File: src/rtl/dmem_arbiter_if.sv
// Bus bundle between the two data-memory requesters, the arbiter and the memory.
// The slave side is the arbiter; the master side is the requesters plus the memory.
interface dmem_arbiter_if #(
    parameter int DW = 32,
    parameter int AW = 5
);
    logic          req0;
    logic          req1;
    logic          we0;
    logic          we1;
    logic [AW-1:0] addr0;
    logic [AW-1:0] addr1;
    logic [DW-1:0] wdata0;
    logic [DW-1:0] wdata1;
    logic          gnt0;
    logic          gnt1;
    logic          rvalid0;
    logic          rvalid1;
    logic [DW-1:0] rdata0;
    logic [DW-1:0] rdata1;
    logic          mem_we;
    logic [31:0]   mem_addr;
    logic [DW-1:0] mem_wd;
    logic [DW-1:0] mem_rd;

    modport slave (
        input  req0, req1, we0, we1,
        input  addr0, addr1, wdata0, wdata1,
        input  mem_rd,
        output gnt0, gnt1, rvalid0, rvalid1,
        output rdata0, rdata1,
        output mem_we, mem_addr, mem_wd
    );

    modport master (
        output req0, req1, we0, we1,
        output addr0, addr1, wdata0, wdata1,
        output mem_rd,
        input  gnt0, gnt1, rvalid0, rvalid1,
        input  rdata0, rdata1,
        input  mem_we, mem_addr, mem_wd
    );
endinterface

File: src/rtl/dmem_arbiter.sv
// Two-requester arbiter for a single-port data memory: bounded bursts,
// alternating priority on contention, read data registered one cycle after grant.
module dmem_arbiter #(
    parameter int DW        = 32,
    parameter int AW        = 5,
    parameter int MAX_BURST = 4
) (
    input  logic          clk,
    input  logic          reset,
    dmem_arbiter_if.slave bus
);
    localparam int            CW      = $clog2(MAX_BURST + 1);
    localparam logic [CW-1:0] CNT_MAX = CW'(MAX_BURST);

    typedef enum logic [1:0] {IDLE, OWN0, OWN1} state_t;

    state_t        state_q, state_d;
    logic          last_q, last_d;
    logic [CW-1:0] cnt_q, cnt_d;
    logic [CW-1:0] cnt_inc;
    logic          at_max;
    logic          gnt0, gnt1;
    logic          rvalid0_q, rvalid0_d;
    logic          rvalid1_q, rvalid1_d;
    logic [DW-1:0] rdata0_q, rdata0_d;
    logic [DW-1:0] rdata1_q, rdata1_d;
    logic [AW-1:0] addr_sel;

    always_comb begin
        state_d = state_q;
        last_d  = last_q;
        cnt_d   = cnt_q;
        gnt0    = (state_q == OWN0) && bus.req0;
        gnt1    = (state_q == OWN1) && bus.req1;
        cnt_inc = cnt_q + CW'(1);
        at_max  = (cnt_inc == CNT_MAX);
        unique case (state_q)
            IDLE: begin
                cnt_d = '0;
                // On contention the requester that did not own last wins.
                if (bus.req0 && bus.req1) begin
                    state_d = last_q ? OWN0 : OWN1;
                end else if (bus.req0) begin
                    state_d = OWN0;
                end else if (bus.req1) begin
                    state_d = OWN1;
                end
            end
            OWN0: begin
                if (gnt0) begin
                    last_d = 1'b0;
                    cnt_d  = at_max ? '0 : cnt_inc;
                    if (at_max && bus.req1) begin
                        state_d = OWN1;
                    end
                end else begin
                    cnt_d   = '0;
                    state_d = bus.req1 ? OWN1 : IDLE;
                end
            end
            OWN1: begin
                if (gnt1) begin
                    last_d = 1'b1;
                    cnt_d  = at_max ? '0 : cnt_inc;
                    if (at_max && bus.req0) begin
                        state_d = OWN0;
                    end
                end else begin
                    cnt_d   = '0;
                    state_d = bus.req0 ? OWN0 : IDLE;
                end
            end
            default: begin
                state_d = IDLE;
                cnt_d   = '0;
            end
        endcase
    end

    always_comb begin
        rvalid0_d = gnt0 && !bus.we0;
        rvalid1_d = gnt1 && !bus.we1;
        rdata0_d  = rvalid0_d ? bus.mem_rd : rdata0_q;
        rdata1_d  = rvalid1_d ? bus.mem_rd : rdata1_q;
    end

    always_ff @(posedge clk or posedge reset) begin
        if (reset) begin
            state_q   <= IDLE;
            last_q    <= 1'b1;
            cnt_q     <= '0;
            rvalid0_q <= 1'b0;
            rvalid1_q <= 1'b0;
            rdata0_q  <= '0;
            rdata1_q  <= '0;
        end else begin
            state_q   <= state_d;
            last_q    <= last_d;
            cnt_q     <= cnt_d;
            rvalid0_q <= rvalid0_d;
            rvalid1_q <= rvalid1_d;
            rdata0_q  <= rdata0_d;
            rdata1_q  <= rdata1_d;
        end
    end

    // Address/data mux follows the owner; only mem_we is gated by the grant.
    assign addr_sel     = (state_q == OWN1) ? bus.addr1 : bus.addr0;
    assign bus.mem_addr = 32'(addr_sel);
    assign bus.mem_wd   = (state_q == OWN1) ? bus.wdata1 : bus.wdata0;
    assign bus.mem_we   = (gnt0 && bus.we0) || (gnt1 && bus.we1);
    assign bus.gnt0     = gnt0;
    assign bus.gnt1     = gnt1;
    assign bus.rvalid0  = rvalid0_q;
    assign bus.rvalid1  = rvalid1_q;
    assign bus.rdata0   = rdata0_q;
    assign bus.rdata1   = rdata1_q;
endmodule

File: src/flat_wrapper.sv
// flat-port wrapper written by rule: the top's interface ports become plain ports
module dmem_arbiter_flat 
#(
    parameter int DW        = 32,
    parameter int AW        = 5,
    parameter int MAX_BURST = 4
)
  (clk, reset, bus_req0, bus_req1, bus_we0, bus_we1, bus_addr0, bus_addr1, bus_wdata0, bus_wdata1, bus_mem_rd, bus_gnt0, bus_gnt1, bus_rvalid0, bus_rvalid1, bus_rdata0, bus_rdata1, bus_mem_we, bus_mem_addr, bus_mem_wd);
  dmem_arbiter_if #(.DW(DW), .AW(AW)) bus_i ();
  input  logic clk;
  input  logic reset;
  input wire logic [$bits(bus_i.req0)-1:0] bus_req0;
  input wire logic [$bits(bus_i.req1)-1:0] bus_req1;
  input wire logic [$bits(bus_i.we0)-1:0] bus_we0;
  input wire logic [$bits(bus_i.we1)-1:0] bus_we1;
  input wire logic [$bits(bus_i.addr0)-1:0] bus_addr0;
  input wire logic [$bits(bus_i.addr1)-1:0] bus_addr1;
  input wire logic [$bits(bus_i.wdata0)-1:0] bus_wdata0;
  input wire logic [$bits(bus_i.wdata1)-1:0] bus_wdata1;
  input wire logic [$bits(bus_i.mem_rd)-1:0] bus_mem_rd;
  output wire logic [$bits(bus_i.gnt0)-1:0] bus_gnt0;
  output wire logic [$bits(bus_i.gnt1)-1:0] bus_gnt1;
  output wire logic [$bits(bus_i.rvalid0)-1:0] bus_rvalid0;
  output wire logic [$bits(bus_i.rvalid1)-1:0] bus_rvalid1;
  output wire logic [$bits(bus_i.rdata0)-1:0] bus_rdata0;
  output wire logic [$bits(bus_i.rdata1)-1:0] bus_rdata1;
  output wire logic [$bits(bus_i.mem_we)-1:0] bus_mem_we;
  output wire logic [$bits(bus_i.mem_addr)-1:0] bus_mem_addr;
  output wire logic [$bits(bus_i.mem_wd)-1:0] bus_mem_wd;
  assign bus_i.req0 = bus_req0;
  assign bus_i.req1 = bus_req1;
  assign bus_i.we0 = bus_we0;
  assign bus_i.we1 = bus_we1;
  assign bus_i.addr0 = bus_addr0;
  assign bus_i.addr1 = bus_addr1;
  assign bus_i.wdata0 = bus_wdata0;
  assign bus_i.wdata1 = bus_wdata1;
  assign bus_i.mem_rd = bus_mem_rd;
  assign bus_gnt0 = bus_i.gnt0;
  assign bus_gnt1 = bus_i.gnt1;
  assign bus_rvalid0 = bus_i.rvalid0;
  assign bus_rvalid1 = bus_i.rvalid1;
  assign bus_rdata0 = bus_i.rdata0;
  assign bus_rdata1 = bus_i.rdata1;
  assign bus_mem_we = bus_i.mem_we;
  assign bus_mem_addr = bus_i.mem_addr;
  assign bus_mem_wd = bus_i.mem_wd;
  dmem_arbiter #(.DW(DW), .AW(AW), .MAX_BURST(MAX_BURST)) u_core (.clk(clk), .reset(reset), .bus(bus_i));
endmodule
File: config.mk
export PLATFORM = sky130hd
export DESIGN_NAME = dmem_arbiter_flat
export DESIGN_NICKNAME = d
export VERILOG_FILES = /design/src/rtl/dmem_arbiter_if.sv /design/src/rtl/dmem_arbiter.sv /design/src/flat_wrapper.sv
export SDC_FILE = /design/constraint.sdc
export NUM_CORES = 1
export LEC_CHECK = 0
export CAP_MARGIN = 0
export CORE_MARGIN = 1
export CORE_UTILIZATION = 32
export CTS_BUF_LIST = sky130_fd_sc_hd__clkbuf_16
export DETAILED_ROUTE_END_ITERATION = 8
export PLACE_DENSITY = 0.77
export SLEW_MARGIN = 20
export SYNTH_ARGS = -nofsm -noshare
export SYNTH_HDL_FRONTEND = slang
export SYNTH_SLANG_ARGS = --single-unit
File: constraint.sdc
create_clock -name clk -period 2.64 [get_ports clk]
set_input_delay 0.792 -clock clk [delete_from_list [all_inputs] [get_ports clk]]
set_output_delay 0.792 -clock clk [all_outputs]
set_load 0.03 [all_outputs]
# Word-level counts from Yosys, hierarchy flattened
# Index checks and enable logic that the tools add are counted.
word_totals:
  elab_cells: 52
  out_inout_bits: 133
  inputBits: 112
  register_bits: 72
classes:
  eq_ne: 8
  n_addsub: 1
  n_reduce_logical: 16
  n_mux: 20
ops:
  columns: ["operator", "count"]
  rows:
  - ["$mux W32", 1]
  - ["$mux W2", 9]
  - ["$logic_and A1 B1 Y1", 9]
  - ["$mux W3", 3]
  - ["$ne A3 B3 Y1 const B", 2]
  - ["$pmux W2 S3", 1]
  - ["$pmux W3 S2", 1]
  - ["$reduce_and A3 Y1", 2]
  - ["$mux W5", 1]
  - ["$ne A2 B1 Y1 const B", 2]
  - ["$ne A4 B3 Y1 const B", 1]
  - ["$add A3 B1 Y3 const B", 1]
  - ["$eq A3 B3 Y1 const B", 1]
  - ["$mux W1", 3]
  - ["$eq A2 B1 Y1 const B", 1]
  - ["$eq A2 B2 Y1 const B", 1]
  - ["$logic_not A1 Y1", 2]
  - ["$logic_not A2 Y1", 1]
  - ["$pmux W1 S2", 1]
  - ["$reduce_bool A2 Y1", 1]
  - ["$logic_or A1 B1 Y1", 1]

# Logic depth before layout (Yosys ltp)
# Gate-level depths: netlist (run 1).
depth:
  depth_word: 6
  depth_mapped: 9
  depth_no_buf: 7

# Least setup slack after synthesis (run 1)
# OpenSTA, ideal clock, no wires.
synth_timing:
  path_kind: "reg2out"
  start: "register u_core.state_q[0]"
  end: "output port bus_mem_addr[0]"
  arrival_time_ns: 1.481
  n_path_buf: 2
  required_time_ns: 1.848
  setup_slack_ns: 0.367
  path_stages_with_launch: 6
  path_cell_list: "dfrtp_1 inv_1 ha_1 buf_2 buf_4 mux2_2"
synth_between:
  elab_chain_cells: 2
synth_rtl:
  columns: ["item", "line", "rtl"]
  rows:
  - ["start: declaration", "dmem_arbiter.sv:17", "state_t state_q, state_d;"]
  - ["start signal: assignment", "dmem_arbiter.sv:97", "state_q <= state_d;"]
  - ["$eq A2 B2 Y1", "dmem_arbiter.sv:108", "assign addr_sel = (state_q == OWN1) ? bus.addr1 : bus.addr0;"]
  - ["$mux W5", "dmem_arbiter.sv:108", null]
  - ["end: declaration", "flat_wrapper.sv:28", "output wire logic [$bits(bus_i.mem_addr)-1:0] bus_mem_addr;"]
# Every way passes these cells.

# Worst setup path in the final report (run 1)
layout_timing:
  start: "input port bus_req1"
  end: "output port bus_mem_we"
layout_between:
  elab_chain_cells: 3
layout_rtl:
  columns: ["item", "line", "rtl"]
  rows:
  - ["start: declaration", "flat_wrapper.sv:13", "input wire logic [$bits(bus_i.req1)-1:0] bus_req1;"]
  - ["$logic_and A1 B1 Y1", "dmem_arbiter.sv:34", "gnt1 = (state_q == OWN1) && bus.req1;"]
  - ["$logic_and A1 B1 Y1", "dmem_arbiter.sv:111", "assign bus.mem_we = (gnt0 && bus.we0) || (gnt1 && bus.we1);"]
  - ["$logic_or A1 B1 Y1", "dmem_arbiter.sv:111", null]
  - ["end: declaration", "flat_wrapper.sv:27", "output wire logic [$bits(bus_i.mem_we)-1:0] bus_mem_we;"]
# Every way passes these cells.

==> results.txt, run 1 <==
Clk_skew: 6.92 ps
Crit path kind: in2out
Core ar.: 0.0108 mm^2
DRC: 0
Initial DRC count: 154
CP arrival: 1810 ps
First-pass GRT wire length: 15.7 mm
Adder-Cell Fraction of Synth Area: 2.10%
Final Slew Violations: 0
Final #Nets: 665
Worst setup margin: 39.4 ps
Vias in the first global route: 3130
Highest-count cells in the layout ignoring fill and taps: clkdlybuf4s50_1 (177), nand2_1 (99), dfrtp_1 (71)
Die Area: 0.0116 mm^2
Setup crit start kind: input pin
Clock transition at path regs: 50 ps
Clock power share: 17.4%
Final period utilization: 98.5%
DP Wirelength: 8.05 mm
Start point of the critical path: bus_req1
Cell-internal power: 4.37 mW
GRT Util Overall: 17.8%
Min-delay src: u_core.bus.rdata0[18]
Worst-path maximum fanout: 2
Mapped Area: 0.00358 mm^2
HP Class: reg2reg
LEAKAGE: 2.82 nW
H-Tree Depth: 3
Worst R2R Start: u_core.state_q[0]
Main combinational cell family by area after synthesis: multiplexers
Port Buffer Count: 217
RD Place Congestion: 0.796
Status: complete, no violations
CTS tree: done
Mapped Cells: 319
Rows: 38
Area growth from synthesis to layout: 71.7%
Number of max-cap violations: 0
# IOs: 245
Warnings from Yosys: 0
Total Power: 7.42 mW
Die width: 108 um
Per-cell routed wire length: 14.9 um
Crit-path slowest cell: clkdlybuf4s50_1
Cells along the critical path: clkdlybuf4s50_1 > nand2_2 > inv_1 > a22o_1 > buf_12
Logic pwr share: 57.1%
Detailed-route via count: 3046
VDD IR-drop max: 0.000584 V
Ant. Diodes: 0
Clk Latency, worst-skew pair: 320 ps
Post-synthesis simple-gate area fraction: 12.6%
Multiplexer share of the synthesized area: 22.8%
Worst endpoint required time: 1850 ps
CP max stage delay: 510 ps
Final min period: 2600 ps
XOR/XNOR Fraction of Synth Area: 0.245%
Commonest non-fill, non-tap cell in the layout: clkdlybuf4s50_1
Setup WS pre-CTS: 21.3 ps
Pre-Repair DR Iteration Count: 4
Hold buffers post-CTS: 0
Compound-gate portion of the synthesized area: 1.43%
Setup TNS: 0 ps
Initial antenna violation count: 0
Number of setup violations in the final report: 0
Initial core utilization: 33.0%
Post-route cell area: 0.00614 mm^2
Clk buf depth: 2
Register share of total power: 25.6%
Post-route antenna net violation count: 0
DR vias/cell: 4.40
P_sw: 3.05 mW
Die height: 108 um
Pin count of the biggest net entering global routing: 34
Sequential element share of the synthesized area: 50.4%
Seq cells post-synth: 72
Grt ovf: 0
Share of cells above drive strength 1: 25.5%
Root Driver: clkbuf_16
Num CTS Buffers: 9
PwrDens: 1210 mW/mm^2
Maximum clock rate: 385 MHz
Final Hold Vio Count: 0
Final WL: 10.3 mm
Clk sinks: 72
Mean Syn Cell Area: 11.2 um^2
Netlist cell types: 31
Switching Share: 41.2%
Dpl cell area: 0.00578 mm^2
Critical Path End Type: primary output
worst max-delay path, delay by kind of cell:
kind            cells  cell delay, ps
buf+inv             3             740
simple gates        1              70
compound gates      1             210
path summary, 6_finish.rpt:
check	slack (ps)	endpoint	depth (start not counted)
worst min register to register	470	u_core.bus.rdata0[18]	2
worst max register to register	680	u_core.bus.rdata1[25]	8
max in group asynchronous	1300	u_core.last_q	3
worst min-delay path	470	u_core.bus.rdata0[18]	2
min in group asynchronous	780	u_core.bus.rdata1[28]	2
worst max-delay path	40	bus_mem_we	5
synthesized netlist by cell type:
master / number / area [um^2]
nand2_1: 99 / 372
mux2_2: 61 / 687
mux2_4: 2 / 30.0
a31oi_1: 2 / 12.5
buf_8: 1 / 15.0
clkinv_4: 1 / 8.76
nor2b_1: 1 / 6.26
dfstp_2: 1 / 26.3
o21ai_0: 1 / 5.00
a21oi_2: 1 / 8.76
mux2i_1: 1 / 10.0
nand2b_1: 2 / 12.5
conb_1: 1 / 3.75
a22o_1: 1 / 8.76
buf_4: 28 / 210
nor2_4: 1 / 11.3
buf_6: 8 / 90.1
and3_1: 1 / 6.26
inv_1: 6 / 22.5
or2_1: 1 / 6.26
nor3b_1: 2 / 15.0
mux2_1: 8 / 90.1
dfrtp_1: 71 / 1780
xor2_1: 1 / 8.76
nand2_2: 2 / 12.5
buf_2: 4 / 20.0
nor3_1: 1 / 5.00
a21oi_1: 2 / 10.0
ha_1: 6 / 75.1
nor2_1: 1 / 3.75
o22ai_1: 1 / 6.26
power groups by stage:
stage / Clock, mW / Combinational [mW] / Sequential [mW]
floorplan: 0 / 1.56 / 2.82
global placement: 0 / 4.14 / 1.88
detailed placement: 0 / 4.20 / 1.91
CTS: 1.33 / 4.21 / 1.90
global route: 1.38 / 4.46 / 1.97
finish: 1.29 / 4.24 / 1.90
metrics by stage:
stage / std cells / hold slack [ps] / util, %
2_1_floorplan: 345 / 442 / -
5_1_grt: 692 / 502 / 56.6
4_1_cts: 691 / 475 / 56.3
3_5_place_dp: 675 / 462 / 53.3
6_report: 692 / 474 / 56.6
3_3_place_gp: 675 / 451 / 53.3
kinds of logic after synthesis:
family,count (synthesis)
mux,72
flops,72
fa+ha+maj,6
xor+xnor,1
other cells,1
simple gates,111
compound gates,8
buf+inv,48
sequential cells by signal, indices dropped and copies added (netlist names):
register / count
u_core.last_q: 1
u_core.bus.rvalid0: 1
u_core.state_q: 2
u_core.cnt_q: 3
u_core.bus.rdata0: 32
u_core.bus.rdata1: 32
u_core.bus.rvalid1: 1
routing by layer:
metal  up-vias  global-route usage, %  wire, um
li1       1444                      -         -
met1      1447                   19.7      3990
met2       148                   33.2      5550
met3         7                   4.30       681
met4         0                   5.28        89
met5         -                      0         0
final cells by class:
| class | count | area [um^2] |
|---|---|---|
| clock buffer | 9 | 225 |
| fill | 955 | 4700 |
| tap | 140 | 175 |
| clock inverter | 7 | 95.1 |
| inverter | 7 | 31.3 |
| timing repair buffer | 232 | 2290 |
| multi-input combinational | 225 | 1520 |
| sequential | 72 | 1800 |
repair_timing:
action,CTS,global route
setup endpoints to repair,0,32
gates resized for setup,0,2
setup buffers,0,0
No activity file was read; power rests on OpenSTA's default activity.
==> run 2: changes to the inputs <==
--- a/config.mk
+++ b/config.mk
@@ -5,9 +5,10 @@
 export SDC_FILE = /design/constraint.sdc
 export NUM_CORES = 1
 export LEC_CHECK = 0
+export ABC_AREA = 1
 export CAP_MARGIN = 0
 export CORE_MARGIN = 1
-export CORE_UTILIZATION = 32
+export CORE_UTILIZATION = 33
 export CTS_BUF_LIST = sky130_fd_sc_hd__clkbuf_16
 export DETAILED_ROUTE_END_ITERATION = 8
 export PLACE_DENSITY = 0.77
==> run 2 against run 1 <==
Effect of this change:
- design area increased by 1.8%
- final cell count increased by 18%
- synthesized area increased by 7.0%
- maximum frequency increased by 2.7%
- die area increased by 3.7%
- routed wire length increased by 3.6%
- sequential power about the same
- first-iteration DRC count increased by 27%
- critical path depth unchanged
- worst hold slack improved by 1.1 ps
- highest routed layer unchanged
==> results.txt, run 2 <==
Final Slew Violations: 0
RD Place Congestion: 0.806
Final Hold Vio Count: 0
Dpl cell area: 0.00595 mm^2
Per-cell routed wire length: 13.1 um
Clk buf depth: 2
# IOs: 245
DRC: 0
Ys async rst share: 100%
Mapped Area: 0.00382 mm^2
Clk Latency, worst-skew pair: 320 ps
Initial core utilization: 34.5%
Core ar.: 0.0111 mm^2
Maximum clock rate: 395 MHz
Detailed-route via count: 3563
Top cells by area, synth: dfrtp_1 (46%), nand2_1 (20%), o21ai_2 (13%)
Logic pwr share: 58.4%
Die Area: 0.0120 mm^2
Highest-count cells in the layout ignoring fill and taps: nand2_1 (199), clkdlybuf4s50_1 (177), dfrtp_1 (71)
Register share of total power: 25.1%
Vias in the first global route: 3456
Commonest cells in the synthesized netlist: nand2_1 (199), dfrtp_1 (71), o21ai_2 (55)
Mean Syn Cell Area: 8.39 um^2
P_sw: 3.34 mW
Area growth from synthesis to layout: 63.4%
GRT Util Overall: 17.4%
Critical Path End Type: primary output
Crit path kind: in2out
Netlist cell types: 23
Grt ovf: 0
Area leader, netlist: dfrtp_1
Share of cells above drive strength 1: 18.9%
H-Tree Depth: 3
Unrepaired setup endpoints after global routing: no
Die width: 110 um
Port Buffer Count: 217
Commonest non-fill, non-tap cell in the layout: nand2_1
Hold buffers post-CTS: 0
Die height: 110 um
Least-Margin Pin Slew: 808 ps
Setup crit start kind: input pin
Initial DRC count: 195
Post-route cell area: 0.00625 mm^2
Final #Nets: 791
Initial antenna violation count: 0
Setup TNS: 0 ps
Clk_skew: 5.99 ps
First-pass GRT wire length: 16.0 mm
Seq cells post-synth: 72
VDD IR-drop max: 0.000701 V
Clock power share: 16.4%
Number of setup violations in the final report: 0
Warnings from Yosys: 0
Max_slew headroom: 46.2%
Ant. Diodes: 0
CP arrival: 1740 ps
Final period utilization: 96.0%
CTS tree: done
Post-route antenna net violation count: 0
Worst-path maximum fanout: 2
Final WL: 10.7 mm
Pin count of the biggest net entering global routing: 65
Mapped Cells: 456
Root Driver: clkbuf_16
Final min period: 2530 ps
Number of max-cap violations: 0
Rows: 38
Pre-Repair DR Iteration Count: 4
Switching Share: 44.4%
Clock transition at path regs: 50 ps
Worst endpoint required time: 1850 ps
HP Class: reg2reg
LEAKAGE: 3.13 nW
Sequential element share of the synthesized area: 47.1%
Clk sinks: 72
PwrDens: 1200 mW/mm^2
DR vias/cell: 4.37
DP Wirelength: 8.36 mm
Num CTS Buffers: 9
Share of the synthesized area in the top cell type: 46.5%
Status: complete, no violations
Number of synthesized flops with an enable pin: 0
Most frequent cell after synthesis: nand2_1
Top_reg_cell synth: dfrtp_1
Cell-internal power: 4.17 mW
==> run 2: changes by cell type after synthesis, moves of 3 or more <==
cell / previous run / this run
buf_2: 4 / 7
nand3_1: 0 / 3
o21ai_2: 0 / 55
inv_1: 6 / 46
nand2_1: 99 / 199
mux2_2: 61 / 0
buf_6: 8 / 11
mux2_1: 8 / 0
o21ai_1: 0 / 9
==> run 2: worst paths after layout <==
kind | from | slack, ps | to | cells after the start
worst max-delay path | bus_req1 | 110 | bus_mem_we | 5
worst min-delay path | u_core.last_q | 470 | u_core.last_q | 2
worst max register to register | u_core.state_q[1] | 780 | u_core.bus.rdata0[24] | 8
worst min register to register | u_core.last_q | 470 | u_core.last_q | 2
max in group asynchronous | reset | 1250 | u_core.bus.rdata1[2] | 3
min in group asynchronous | reset | 830 | u_core.bus.rdata1[31] | 2
==> run 2: what timing repair did <==
action | 4_1_cts | 5_1_grt
endpoints found under the setup margin | 0 | 30
gates resized for setup | 0 | 2
setup buffers | 0 | 0
==> run 2: routing by layer <==
metal | global-route usage (%) | up-vias | part of all wire, %
li1 | - | 1768 | -
met1 | 17.8 | 1628 | 37
met2 | 32.5 | 155 | 52
met3 | 7.11 | 12 | 9.9
met4 | 4.67 | 0 | 1.1
met5 | 0 | - | 0
==> run 2: logic make-up after synthesis <==
family          count (synthesis)  synth area share, %
fa+ha+maj                       6                 1.96
other cells                     1               0.0980
compound gates                 71                 14.9
flops                          72                 47.1
simple gates                  211                 21.4
buf+inv                        95                 14.5
==> run 2: area by class of cell <==
| class | instances | area, um^2 |
|---|---|---|
| timing repair buffer | 227 | 2220 |
| tap | 140 | 175 |
| clock buffer | 9 | 225 |
| multi-input combinational | 315 | 1570 |
| sequential | 72 | 1800 |
| inverter | 48 | 183 |
| fill | 990 | 4830 |
| clock inverter | 5 | 73.8 |
==> run 2: per-stage QoR <==
step                utilization, %  setup slack [ps]  hold slack (ps)  cells  power [mW]
detailed placement            53.7               114              468    802        6.31
CTS                           56.4              71.5              477    816        7.59
floorplan                        -              24.7              440    482        4.53
finish                        56.4               107              475    816        7.50
global placement              53.7               118              453    802        6.23
global route                  56.4              29.4              501    816        7.98
==> run 2: worst max-delay path, cell delays in order <==
cell             delay [ps]
clkdlybuf4s50_1         450
nand2_2                  90
inv_1                    50
a22o_1                  200
buf_4                   160
==> run 2: power groups by stage <==
stage	Clock (mW)	Sequential (mW)	Combinational, mW
2_1_floorplan	0	2.81	1.72
3_3_place_gp	0	1.88	4.35
3_5_place_dp	0	1.90	4.42
4_1_cts	1.27	1.89	4.43
5_1_grt	1.32	1.95	4.71
6_report	1.23	1.89	4.39
